===== config.mk =====
export PLATFORM = sky130hd
export DESIGN_NAME = player_uart_tx_flat
export DESIGN_NICKNAME = d
export VERILOG_FILES = /design/src/rtl/uart_pkg.sv /design/src/rtl/player_uart_tx_if.sv /design/src/rtl/uart_tx_serializer.sv /design/src/rtl/player_uart_tx.sv /design/src/flat_wrapper.sv
export SDC_FILE = /design/constraint.sdc
export NUM_CORES = 1
export LEC_CHECK = 0
export BUFFER_PORTS_ARGS = -buffer_cell sky130_fd_sc_hd__buf_2
export CORE_MARGIN = 4
export CORE_UTILIZATION = 40
export CTS_BUF_LIST = sky130_fd_sc_hd__clkbuf_8
export DETAILED_ROUTE_END_ITERATION = 12
export GPL_TIMING_DRIVEN = 0
export PLACE_DENSITY_LB_ADDON = 0.2
export SLEW_MARGIN = 20
export SYNTH_ARGS = -nofsm -noshare
export SYNTH_HDL_FRONTEND = slang
export SYNTH_HIERARCHICAL = 1
export SYNTH_SLANG_ARGS = --single-unit

===== constraint.sdc =====
create_clock -name clk -period 3.3 [get_ports clk]
set_input_delay 0.165 -clock clk [delete_from_list [all_inputs] [get_ports clk]]
set_output_delay 0.165 -clock clk [all_outputs]
set_load 0.005 [all_outputs]

===== src/rtl/uart_pkg.sv =====
// Shared UART constants, FSM encodings and player-word field positions.
// Imported by the player encoder, this transmitter and the game-side receiver.
package uart_pkg;

  typedef logic [1:0] uart_state_t;

  localparam uart_state_t IDLE  = 2'd0;
  localparam uart_state_t START = 2'd1;
  localparam uart_state_t DATA  = 2'd2;
  localparam uart_state_t STOP  = 2'd3;

  localparam int unsigned UART_DATA_BITS  = 8;
  localparam logic        UART_IDLE_LEVEL = 1'b1;

  // Player word layout: {rst, 1'b0, projectile[1:0], lane[3:0]}
  localparam int unsigned RST_BIT  = 7;
  localparam int unsigned FIRE_BIT = 5;
  localparam int unsigned PROJ_BIT = 4;
  localparam int unsigned LANE_MSB = 3;
  localparam int unsigned LANE_LSB = 0;

  typedef logic [UART_DATA_BITS-1:0] uart_word_t;

  function automatic logic word_changed(input uart_word_t cur, input uart_word_t last);
    return cur != last;
  endfunction

endpackage


===== src/rtl/player_uart_tx_if.sv =====
// Bundle between the player encoder (master) and the UART transmitter (slave).
interface player_uart_tx_if;
  import uart_pkg::*;

  uart_word_t data_in;
  logic       tx;
  logic       busy;
  logic       frame_done;
  uart_word_t sent_data;

  modport master (
    output data_in,
    input  tx,
    input  busy,
    input  frame_done,
    input  sent_data
  );

  modport slave (
    input  data_in,
    output tx,
    output busy,
    output frame_done,
    output sent_data
  );

endinterface


===== src/rtl/uart_tx_serializer.sv =====
// 8N1 serializer: START/DATA/STOP shifter with a per-bit baud counter.
// tx is registered; busy and done decode directly from state registers.
module uart_tx_serializer
  import uart_pkg::*;
#(
  parameter int unsigned CLKS_PER_BIT = 10417
) (
  input  logic       clk,
  input  logic       rst,
  input  logic       start,
  input  uart_word_t data,
  output logic       tx,
  output logic       busy,
  output logic       done
);

  localparam int unsigned BaudW    = (CLKS_PER_BIT > 1) ? $clog2(CLKS_PER_BIT) : 1;
  localparam logic [BaudW-1:0] BaudLast = BaudW'(CLKS_PER_BIT - 1);
  localparam int unsigned IdxW     = $clog2(UART_DATA_BITS);
  localparam logic [IdxW-1:0] IdxLast  = IdxW'(UART_DATA_BITS - 1);

  uart_state_t       state_q, state_d;
  logic [BaudW-1:0]  baud_q, baud_d;
  logic [IdxW-1:0]   idx_q, idx_d;
  uart_word_t        shift_q, shift_d;
  logic              tx_q, tx_d;
  logic              bit_end;

  assign bit_end = (baud_q == BaudLast);

  always_comb begin
    state_d = state_q;
    baud_d  = baud_q;
    idx_d   = idx_q;
    shift_d = shift_q;
    tx_d    = tx_q;
    case (state_q)
      IDLE: begin
        tx_d   = UART_IDLE_LEVEL;
        baud_d = '0;
        if (start) begin
          shift_d = data;
          tx_d    = 1'b0;
          state_d = START;
        end
      end
      START: begin
        if (bit_end) begin
          baud_d  = '0;
          idx_d   = '0;
          tx_d    = shift_q[0];
          state_d = DATA;
        end else begin
          baud_d = baud_q + 1'b1;
        end
      end
      DATA: begin
        if (bit_end) begin
          baud_d = '0;
          if (idx_q == IdxLast) begin
            tx_d    = UART_IDLE_LEVEL;
            state_d = STOP;
          end else begin
            // Shift right so the next LSB-first bit is always at shift_q[1].
            idx_d   = idx_q + 1'b1;
            shift_d = shift_q >> 1;
            tx_d    = shift_q[1];
          end
        end else begin
          baud_d = baud_q + 1'b1;
        end
      end
      STOP: begin
        if (bit_end) begin
          baud_d  = '0;
          state_d = IDLE;
        end else begin
          baud_d = baud_q + 1'b1;
        end
      end
      default: begin
        tx_d    = UART_IDLE_LEVEL;
        baud_d  = '0;
        state_d = IDLE;
      end
    endcase
  end

  always_ff @(posedge clk) begin
    if (rst) begin
      state_q <= IDLE;
      baud_q  <= '0;
      idx_q   <= '0;
      shift_q <= '0;
      tx_q    <= UART_IDLE_LEVEL;
    end else begin
      state_q <= state_d;
      baud_q  <= baud_d;
      idx_q   <= idx_d;
      shift_q <= shift_d;
      tx_q    <= tx_d;
    end
  end

  assign tx   = tx_q;
  assign busy = (state_q != IDLE);
  assign done = (state_q == STOP) && bit_end;

endmodule


===== src/rtl/player_uart_tx.sv =====
// Player-word UART transmitter: sends on change, after reset, and on heartbeat expiry.
// Change detection compares against the last word actually started, not data history.
module player_uart_tx
  import uart_pkg::*;
#(
  parameter int unsigned CLKS_PER_BIT     = 10417,
  parameter int unsigned HEARTBEAT_CYCLES = 10_000_000
) (
  input logic             clk,
  input logic             rst,
  player_uart_tx_if.slave bus
);

  localparam bit          HbEn   = (HEARTBEAT_CYCLES != 0);
  localparam int unsigned HbW    = (HEARTBEAT_CYCLES > 1) ? $clog2(HEARTBEAT_CYCLES) : 1;
  localparam logic [HbW-1:0] HbLast =
    HbW'((HEARTBEAT_CYCLES == 0) ? 0 : HEARTBEAT_CYCLES - 1);

  uart_word_t      sent_q, sent_d;
  logic            force_q, force_d;
  logic [HbW-1:0]  hb_q, hb_d;
  logic            hb_expired;
  logic            start;
  logic            ser_tx, ser_busy, ser_done;

  assign hb_expired = HbEn && (hb_q == HbLast);

  // Triggers are only honoured when idle; a saturated heartbeat waits out the frame.
  assign start = !ser_busy &&
                 (word_changed(bus.data_in, sent_q) || force_q || hb_expired);

  always_comb begin
    sent_d  = sent_q;
    force_d = force_q;
    hb_d    = hb_q;
    if (start) begin
      sent_d  = bus.data_in;
      force_d = 1'b0;
      hb_d    = '0;
    end else if (HbEn && !hb_expired) begin
      hb_d = hb_q + 1'b1;
    end
  end

  always_ff @(posedge clk) begin
    if (rst) begin
      sent_q  <= '0;
      force_q <= 1'b1;
      hb_q    <= '0;
    end else begin
      sent_q  <= sent_d;
      force_q <= force_d;
      hb_q    <= hb_d;
    end
  end

  uart_tx_serializer #(
    .CLKS_PER_BIT (CLKS_PER_BIT)
  ) u_serializer (
    .clk   (clk),
    .rst   (rst),
    .start (start),
    .data  (bus.data_in),
    .tx    (ser_tx),
    .busy  (ser_busy),
    .done  (ser_done)
  );

  assign bus.tx         = ser_tx;
  assign bus.busy       = ser_busy;
  assign bus.frame_done = ser_done;
  assign bus.sent_data  = sent_q;

endmodule

===== src/flat_wrapper.sv =====
// flat-port wrapper written by rule: the top's interface ports become plain ports
module player_uart_tx_flat import uart_pkg::*;
#(
  parameter int unsigned CLKS_PER_BIT     = 10417,
  parameter int unsigned HEARTBEAT_CYCLES = 10_000_000
)
  (clk, rst, bus_data_in, bus_tx, bus_busy, bus_frame_done, bus_sent_data);
  player_uart_tx_if bus_i ();
  input logic clk;
  input logic rst;
  input wire logic [$bits(bus_i.data_in)-1:0] bus_data_in;
  output wire logic [$bits(bus_i.tx)-1:0] bus_tx;
  output wire logic [$bits(bus_i.busy)-1:0] bus_busy;
  output wire logic [$bits(bus_i.frame_done)-1:0] bus_frame_done;
  output wire logic [$bits(bus_i.sent_data)-1:0] bus_sent_data;
  assign bus_i.data_in = bus_data_in;
  assign bus_tx = bus_i.tx;
  assign bus_busy = bus_i.busy;
  assign bus_frame_done = bus_i.frame_done;
  assign bus_sent_data = bus_i.sent_data;
  player_uart_tx #(.CLKS_PER_BIT(CLKS_PER_BIT), .HEARTBEAT_CYCLES(HEARTBEAT_CYCLES)) u_core (.clk(clk), .rst(rst), .bus(bus_i));
endmodule

==> results of run 1 <==
## final cells by class
class	instances	area (µm²)	share of cell area, %
sequential	61	1220	31.7
multi-input combinational	291	2020	52.5
inverter	15	56.3	1.46
clock buffer	11	151	3.93
buffer	19	114	2.96
timing repair buffer	21	108	2.80
tap	105	131	3.41
clock inverter	4	47.5	1.24
## repair_timing
item | in CTS | in global routing
resized for setup | 0 | 1
endpoints found under the setup margin | 0 | 9
setup buffers | 0 | 1
## state kept, by name, indices dropped and copies added (netlist names)
register                     cells
u_core/u_serializer/tx           1
u_core/u_serializer/state_q      2
u_core/u_serializer/shift_q      8
u_core/u_serializer/idx_q        3
u_core/hb_q                     24
u_core/bus.sent_data             8
u_core/u_serializer/baud_q      14
u_core/force_q                   1
## layer usage
| metal | vias up | global-route usage (%) | share of wire (%) |
|---|---|---|---|
| met5 | - | 0 | 0 |
| met4 | 0 | 4.04 | 0.60 |
| met3 | 4 | 4.73 | 3.8 |
| met2 | 42 | 24.3 | 46 |
| met1 | 1391 | 22.7 | 50 |
| li1 | 1485 | - | - |
## cell families (layout without fill, tap and decap cells)
logic type | after synthesis | in the layout | share of synthesized area (%)
flops | 61 | 61 | 35.9
mux | 11 | 11 | 3.23
fa+ha+maj | 10 | 10 | 3.68
simple gates | 184 | 184 | 31.2
compound gates | 47 | 47 | 11.0
buf+inv | 34 | 70 | 5.00
xor+xnor | 39 | 39 | 10.0
## power groups by stage
stage	Sequential (µW)	Combinational [µW]	Clock, µW
after global placement	929	887	0
after CTS	915	900	693
final	916	902	667
after floorplan	916	674	0
after global routing	932	1010	727
after detailed placement	932	893	0
## per-stage QoR
| stage | total power, µW | hold WS (ns) |
|---|---|---|
| finish | 2490 | 0.125 |
| global route | 2670 | 0.148 |
| CTS | 2510 | 0.111 |
| detailed placement | 1830 | 0.438 |
| global placement | 1820 | 0.433 |
| floorplan | 1590 | 0.234 |
## final timing paths
kind                                startpoint                              to  depth (start not counted)
worst max-delay path            u_core/hb_q[0]  u_core/u_serializer/shift_q[7]                         12
worst max register to register  u_core/hb_q[0]  u_core/u_serializer/shift_q[7]                         12
worst min register to register  u_core/force_q                  u_core/force_q                          2
worst min-delay path            bus_data_in[6]         u_core/bus.sent_data[6]                          3
## synth_stat cells, drive strengths merged (5+ instances only)
cell type | count | area share (%)
ha | 10 | 3.7
dfxtp | 61 | 36
nand3b | 8 | 1.8
nor3 | 14 | 2.4
mux2i | 11 | 3.2
nor2 | 51 | 5.7
a211o | 5 | 1.3
xnor2 | 23 | 5.9
nor4b | 8 | 2.4
and3 | 12 | 2.2
xor2 | 16 | 4.1
nor4 | 5 | 1.1
inv | 14 | 1.5
a21oi | 9 | 1.3
buf | 11 | 2.5
nand2 | 14 | 1.6
a32oi | 7 | 1.8
nand4b | 7 | 1.8
nand3 | 24 | 3.5
nand4 | 14 | 2.6
clkbuf | 8 | 0.88
## critical path: stages, from the launching register on
cell,delay [ns]
dfxtp_1,0.40
ha_1,0.20
nand3_1,0.19
or2_2,0.41
nor3_4,0.27
buf_6,0.19
nor2_1,0.05
nor2_1,0.20
nor2b_1,0.09
or2_2,0.30
clkbuf_1,0.21
a211o_1,0.27
o211a_1,0.12
==> results.json, run 1 <==
{
  "hold_class": "in2reg",
  "final_core_util_pct": 46.6,
  "dp_hpwl_um": 5520,
  "fin_crit_sh_pct": 90.6,
  "max_freq_ghz": 0.334,
  "finalNetCount": 438,
  "drtPass1Iterations": 4,
  "place.gp.congestion": 0.833,
  "cts_max_level": 3,
  "path_max_fanout": 10,
  "die_h_um": 100,
  "io_pins": 21,
  "wl_per_cell_um": 14.4,
  "ys_types": 60,
  "skew_ns": 0.00992,
  "syn_to_final_growth_pct": 13.0,
  "dieArea_um2": 10100,
  "antenna_found_initial": 0,
  "route.detailed.drc": 0,
  "critPathRequiredTime_ns": 3.52,
  "syn_inst": 386,
  "finalNonFillerCells": 527,
  "fin_area_um2": 3850,
  "ys.flop_type": "dfxtp_1",
  "hold_buffers": 0,
  "port-buffer-count": 20,
  "start_kind": "flip-flop",
  "internal_power_uw": 1600,
  "syn_area_per_cell_um2": 8.82,
  "grt_pass1_vias": 2768,
  "numCtsBuffers": 9,
  "place_area_um2": 3640,
  "cp_data_arrival_time_ns": 3.21,
  "synth-edff-count": 0,
  "power_frac_clock_pct": 26.8,
  "rsz0062_at_grt": "false",
  "end_kind": "flip-flop",
  "yosys_warnings": 6,
  "mostFrequentLayoutCells": "dfxtp_1, nor2_1, buf_2, nand3_1, xnor2_1",
  "synthesis.area_um2": 3400,
  "power_density_nw_per_um2": 646,
  "p_leak_uw": 0.00143,
  "final_common_cell": "dfxtp_1",
  "clockRootBuffer": "clkbuf_8",
  "p_switching_uw": 884,
  "setup_viol": 0,
  "tightestPinTransition_ns": 0.864,
  "syn_nets": 406,
  "dp_cells": 511,
  "p_seq_share_pct": 36.9,
  "initial_core_util_pct": 41.2,
  "ys_seq_elements": 61,
  "place_ws_ns": 0.205,
  "wl_um": 7620,
  "core-area_um2": 8260,
  "yosysSeqAreaShare_pct": 35.9,
  "worst-setup-path-type": "reg2reg",
  "hold_viol": 0,
  "min_period_ns": 2.99,
  "drive_above_1_share_pct": 14.2,
  "grt_overflow": 0,
  "clk_latency_ns": 0.33,
  "slew_viol_final": 0,
  "vdd_drop_max_mv": 0.304,
  "die_x_um": 100,
  "async_flop_share_pct": 0,
  "rrSetupSlack_ns": 0.31,
  "nFillCells": 830,
  "finalWorstSetupSlack_ns": 0.309,
  "cts_tree": "built",
  "antenna_cells": 0,
  "status": "complete, no violations",
  "relSlewSlack_pct": 42.0,
  "ant_nets": 0,
  "grt_usage_pct": 16.1,
  "switching_share_pct": 35.6,
  "clk_pin_slew_ns": 0.07,
  "first_iter_violations": 166,
  "p_comb_share_pct": 36.3,
  "max_cap_viol_count": 0,
  "tns_ns": 0,
  "grt_pass1_wl_um": 13300,
  "clk_path_buf_depth": 2,
  "cts.sink_count": 61,
  "row_count": 33,
  "via_count": 2922,
  "via_per_inst": 5.54,
  "grt_max_degree": 11
}
Note: power is estimated with default switching activity, not from simulation.
==> run 2, diff against run 1 <==
BUFFER_PORTS_ARGS = -buffer_cell sky130_fd_sc_hd__buf_4   (was -buffer_cell sky130_fd_sc_hd__buf_2)
SKIP_CTS_REPAIR_TIMING = 1   (was not set)
==> results.json, run 2 (same netlist as run 1, synthesis figures left out) <==
{
  "status": "complete, no violations",
  "power_density_nw_per_um2": 652,
  "syn_to_final_growth_pct": 14.4,
  "tightestPinTransition_ns": 0.823,
  "critPathRequiredTime_ns": 3.53,
  "grt_max_degree": 12,
  "clk_path_buf_depth": 2,
  "ant_nets": 0,
  "fin_crit_sh_pct": 93.2,
  "io_pins": 21,
  "numCtsBuffers": 9,
  "wl_um": 7670,
  "cts_tree": "built",
  "reg_top3": "u_core/hb_q: 24 flops, u_core/u_serializer/baud_q: 14 flops",
  "largest_register_ffs": 24,
  "setup_viol": 0,
  "cts.sink_count": 61,
  "drtPass1Iterations": 4,
  "core-area_um2": 8260,
  "route.detailed.drc": 0,
  "grt_usage_pct": 16.2,
  "path_max_fanout": 10,
  "wl_per_cell_um": 14.6,
  "finalNetCount": 437,
  "mostFrequentLayoutCells": "dfxtp_1, nor2_1, nand3_1",
  "regMostFlops": "u_core/hb_q",
  "drive_above_1_share_pct": 14.0,
  "die_x_um": 100,
  "via_count": 2944,
  "max_freq_ghz": 0.325,
  "antenna_cells": 0,
  "hold_class": "in2reg",
  "dp_hpwl_um": 5570,
  "row_count": 33,
  "start_kind": "flip-flop",
  "die_h_um": 100,
  "min_period_ns": 3.08,
  "slew_viol_final": 0,
  "skew_ns": 0.00932,
  "cts_max_level": 3,
  "antenna_found_initial": 0,
  "nFillCells": 839,
  "end_kind": "flip-flop",
  "first_iter_violations": 133,
  "grt_pass1_wl_um": 13300,
  "cp_data_arrival_time_ns": 3.30,
  "tns_ns": 0,
  "p_leak_uw": 0.00144,
  "clk_latency_ns": 0.34,
  "worst-setup-path-type": "reg2reg",
  "place_area_um2": 3690,
  "clockRootBuffer": "clkbuf_8",
  "finalWorstSetupSlack_ns": 0.223,
  "hold_viol": 0,
  "initial_core_util_pct": 41.2,
  "vdd_drop_max_mv": 0.312,
  "port-buffer-count": 20,
  "final_common_cell": "dfxtp_1",
  "grt_overflow": 0,
  "grt_pass1_vias": 2846,
  "via_per_inst": 5.59,
  "relSlewSlack_pct": 44.7,
  "clk_pin_slew_ns": 0.07,
  "place.gp.congestion": 0.825,
  "dieArea_um2": 10100,
  "rsz0062_at_grt": "false",
  "max_cap_viol_count": 0,
  "place_ws_ns": 0.276,
  "fin_area_um2": 3900
}
run 2: layer usage:
| metal | GRT usage [%] | up-vias | routed length [µm] |
|---|---|---|---|
| li1 | - | 1470 | - |
| met2 | 24.8 | 51 | 3510 |
| met5 | 0 | - | 0 |
| met4 | 3.83 | 0 | 21 |
| met1 | 22.4 | 1419 | 3790 |
| met3 | 4.79 | 4 | 353 |
run 2: worst paths after layout:
| kind | start | to | slack [ns] | cells after the start |
|---|---|---|---|---|
| setup / recovery | u_core/hb_q[0] | u_core/u_serializer/shift_q[7] | 0.22 | 12 |
| hold / removal | rst | u_core/u_serializer/state_q[0] | 0.09 | 2 |
| setup reg to reg | u_core/hb_q[0] | u_core/u_serializer/shift_q[7] | 0.22 | 12 |
| hold reg to reg | u_core/force_q | u_core/force_q | 0.46 | 2 |
run 2: area by class of cell:
| class | instances | area [µm²] | share of cell area [%] |
|---|---|---|---|
| plain buffers | 19 | 114 | 2.92 |
| clock buffers | 11 | 151 | 3.89 |
| clock inverters | 5 | 58.8 | 1.51 |
| inverters | 15 | 56.3 | 1.45 |
| multi-input cells | 291 | 2010 | 51.7 |
| flip-flops and latches | 61 | 1220 | 31.3 |
| well taps | 105 | 131 | 3.37 |
| repair buffers | 20 | 150 | 3.85 |
run 2: metrics by stage:
stage | instances | hold slack [ns] | total power, µW | utilization [%]
2_1_floorplan | 386 | 0.234 | 1590 | -
3_3_place_gp | 511 | 0.430 | 1840 | 44.6
3_5_place_dp | 511 | 0.433 | 1850 | 44.6
4_1_cts | 527 | 0.0663 | 2560 | 47.2
5_1_grt | 527 | 0.0757 | 2710 | 47.2
6_report | 527 | 0.0900 | 2540 | 47.2
run 2: worst max-delay path, stage by stage, from the launching register on:
cell      delay [ns]
dfxtp_1         0.39
ha_1            0.19
nand3_1         0.18
or2_2           0.40
nor3_4          0.40
buf_6           0.20
nor2_1          0.05
nor2_1          0.18
nor2b_1         0.09
or2_2           0.30
clkbuf_1        0.20
a211o_1         0.27
o211a_1         0.12
run 2: power breakdown:
group          total, µW  switching (µW)  internal [µW]
clock                694             305            390
sequential           917            84.5            832
combinational        930             522            408
total               2540             911           1630
==> run 3, diff against run 2 <==
PLACE_DENSITY = 0.56   (was not set)
PLACE_DENSITY_LB_ADDON = not set   (was 0.2)
clock period = 3.05 ns   (was 3.3 ns; I/O delays follow)
==> results.json, run 3 (same netlist as run 1, synthesis figures left out) <==
{
  "status": "complete, no violations",
  "relSlewSlack_pct": 37.9,
  "port-buffer-count": 20,
  "power_uw": 2620,
  "slew_viol_final": 0,
  "path_max_fanout": 10,
  "reg_top3": "u_core/hb_q: 24 flops, u_core/u_serializer/baud_q: 14 flops",
  "grt_max_degree": 11,
  "wl_per_cell_um": 14.7,
  "vdd_drop_max_mv": 0.316,
  "hold_depth": 3,
  "min_period_ns": 2.73,
  "cts_max_level": 3,
  "row_count": 33,
  "cts_tree": "built",
  "tightestPinTransition_ns": 0.924,
  "cp_data_arrival_time_ns": 3.01,
  "wl_um": 7740,
  "cts.sink_count": 61,
  "path_cells": "clkbuf_1 > or4b_4 > nor3_4 > buf_6 > nor2_1 > nor2_1 > nor2b_1 > clkbuf_1 > nor3_1 > nand3b_1 > nand3_1",
  "place_ws_ns": -0.0690,
  "core-area_um2": 8260,
  "worst-setup-path-type": "reg2reg",
  "power_density_nw_per_um2": 678,
  "slowest_delay_ns": 0.60,
  "critical-path-top-delay-family": "simple AND/OR/NAND/NOR gates",
  "max_cap_viol_count": 0,
  "grt_pass1_vias": 2783,
  "hold_class": "in2reg",
  "p_leak_uw": 0.00144,
  "grt_usage_pct": 16.6,
  "antenna_cells": 0,
  "io_pins": 21,
  "ant_nets": 0,
  "place.gp.congestion": 0.791,
  "critPathRequiredTime_ns": 3.33,
  "tns_ns": 0,
  "fin_crit_sh_pct": 89.6,
  "syn_to_final_growth_pct": 13.3,
  "clockRootBuffer": "clkbuf_8",
  "final_common_cell": "dfxtp_1",
  "dp_hpwl_um": 5580,
  "via_count": 2929,
  "hold_viol": 0,
  "max_freq_ghz": 0.366,
  "antenna_found_initial": 0,
  "die_h_um": 100,
  "mostFrequentLayoutCells": "dfxtp_1, nor2_1, nand3_1",
  "grt_overflow": 0,
  "crit_slowest_cell": "or4b_4",
  "critical_path_buf_inv_count": 3,
  "rr_worst_depth": 11,
  "clk_pin_slew_ns": 0.07,
  "dieArea_um2": 10100,
  "die_x_um": 100,
  "numCtsBuffers": 9,
  "clk_latency_ns": 0.33,
  "drtPass1Iterations": 4,
  "route.detailed.drc": 0,
  "rsz0062_at_grt": "false",
  "finalNetCount": 437,
  "first_iter_violations": 133,
  "cp_num_cells": 11,
  "end_kind": "flip-flop",
  "start_kind": "flip-flop",
  "setup_viol": 0,
  "grt_pass1_wl_um": 13600,
  "clk_path_buf_depth": 2,
  "finalWorstSetupSlack_ns": 0.316,
  "skew_ns": 0.00994,
  "final_core_util_pct": 46.7,
  "largest_register_ffs": 24,
  "drive_above_1_share_pct": 13.8,
  "initial_core_util_pct": 41.2,
  "via_per_inst": 5.58,
  "regMostFlops": "u_core/hb_q"
}
[run 3: final timing paths]
check / from / to / slack [ns]
max: u_core/hb_q[18] / u_core/u_serializer/shift_q[6] / 0.32
min: bus_data_in[6] / u_core/bus.sent_data[6] / 0.08
max reg2reg: u_core/hb_q[18] / u_core/u_serializer/shift_q[6] / 0.32
min reg2reg: u_core/force_q / u_core/force_q / 0.45
[run 3: final cells by class]
type	instances	area [µm²]
plain buffers	18	111
clock buffers	11	151
clock inverters	3	13.8
fillers	832	4400
inverters	15	56.3
multi-input cells	291	2020
flip-flops and latches	61	1220
well taps	105	131
repair buffers	21	158
[run 3: worst min-delay path, stage by stage]
cell     delay [ns]
buf_4          0.10
mux2i_1        0.06
nor2_1         0.07
[run 3: report_power, final]
part           leakage, µW  internal, µW  switching [µW]
sequential        0.000496           901            93.9
combinational     0.000849           440             558
clock            0.0000922           324             298
total              0.00144          1670             950
[run 3: per-layer routing]
| metal | vias up | global-route usage, % | wire length (µm) |
|---|---|---|---|
| li1 | 1473 | - | - |
| met1 | 1393 | 23.7 | 3840 |
| met2 | 58 | 24.9 | 3530 |
| met3 | 5 | 4.52 | 328 |
| met4 | 0 | 3.83 | 38 |
| met5 | - | 0 | 0 |
[run 3: metrics by stage]
step	area, µm²	hold WS (ns)	instances
6_report	3860	0.0788	525
5_1_grt	3860	0.0809	525
4_1_cts	3850	0.0718	525
3_5_place_dp	3690	0.423	511
2_1_floorplan	3400	0.222	386
3_3_place_gp	3690	0.419	511
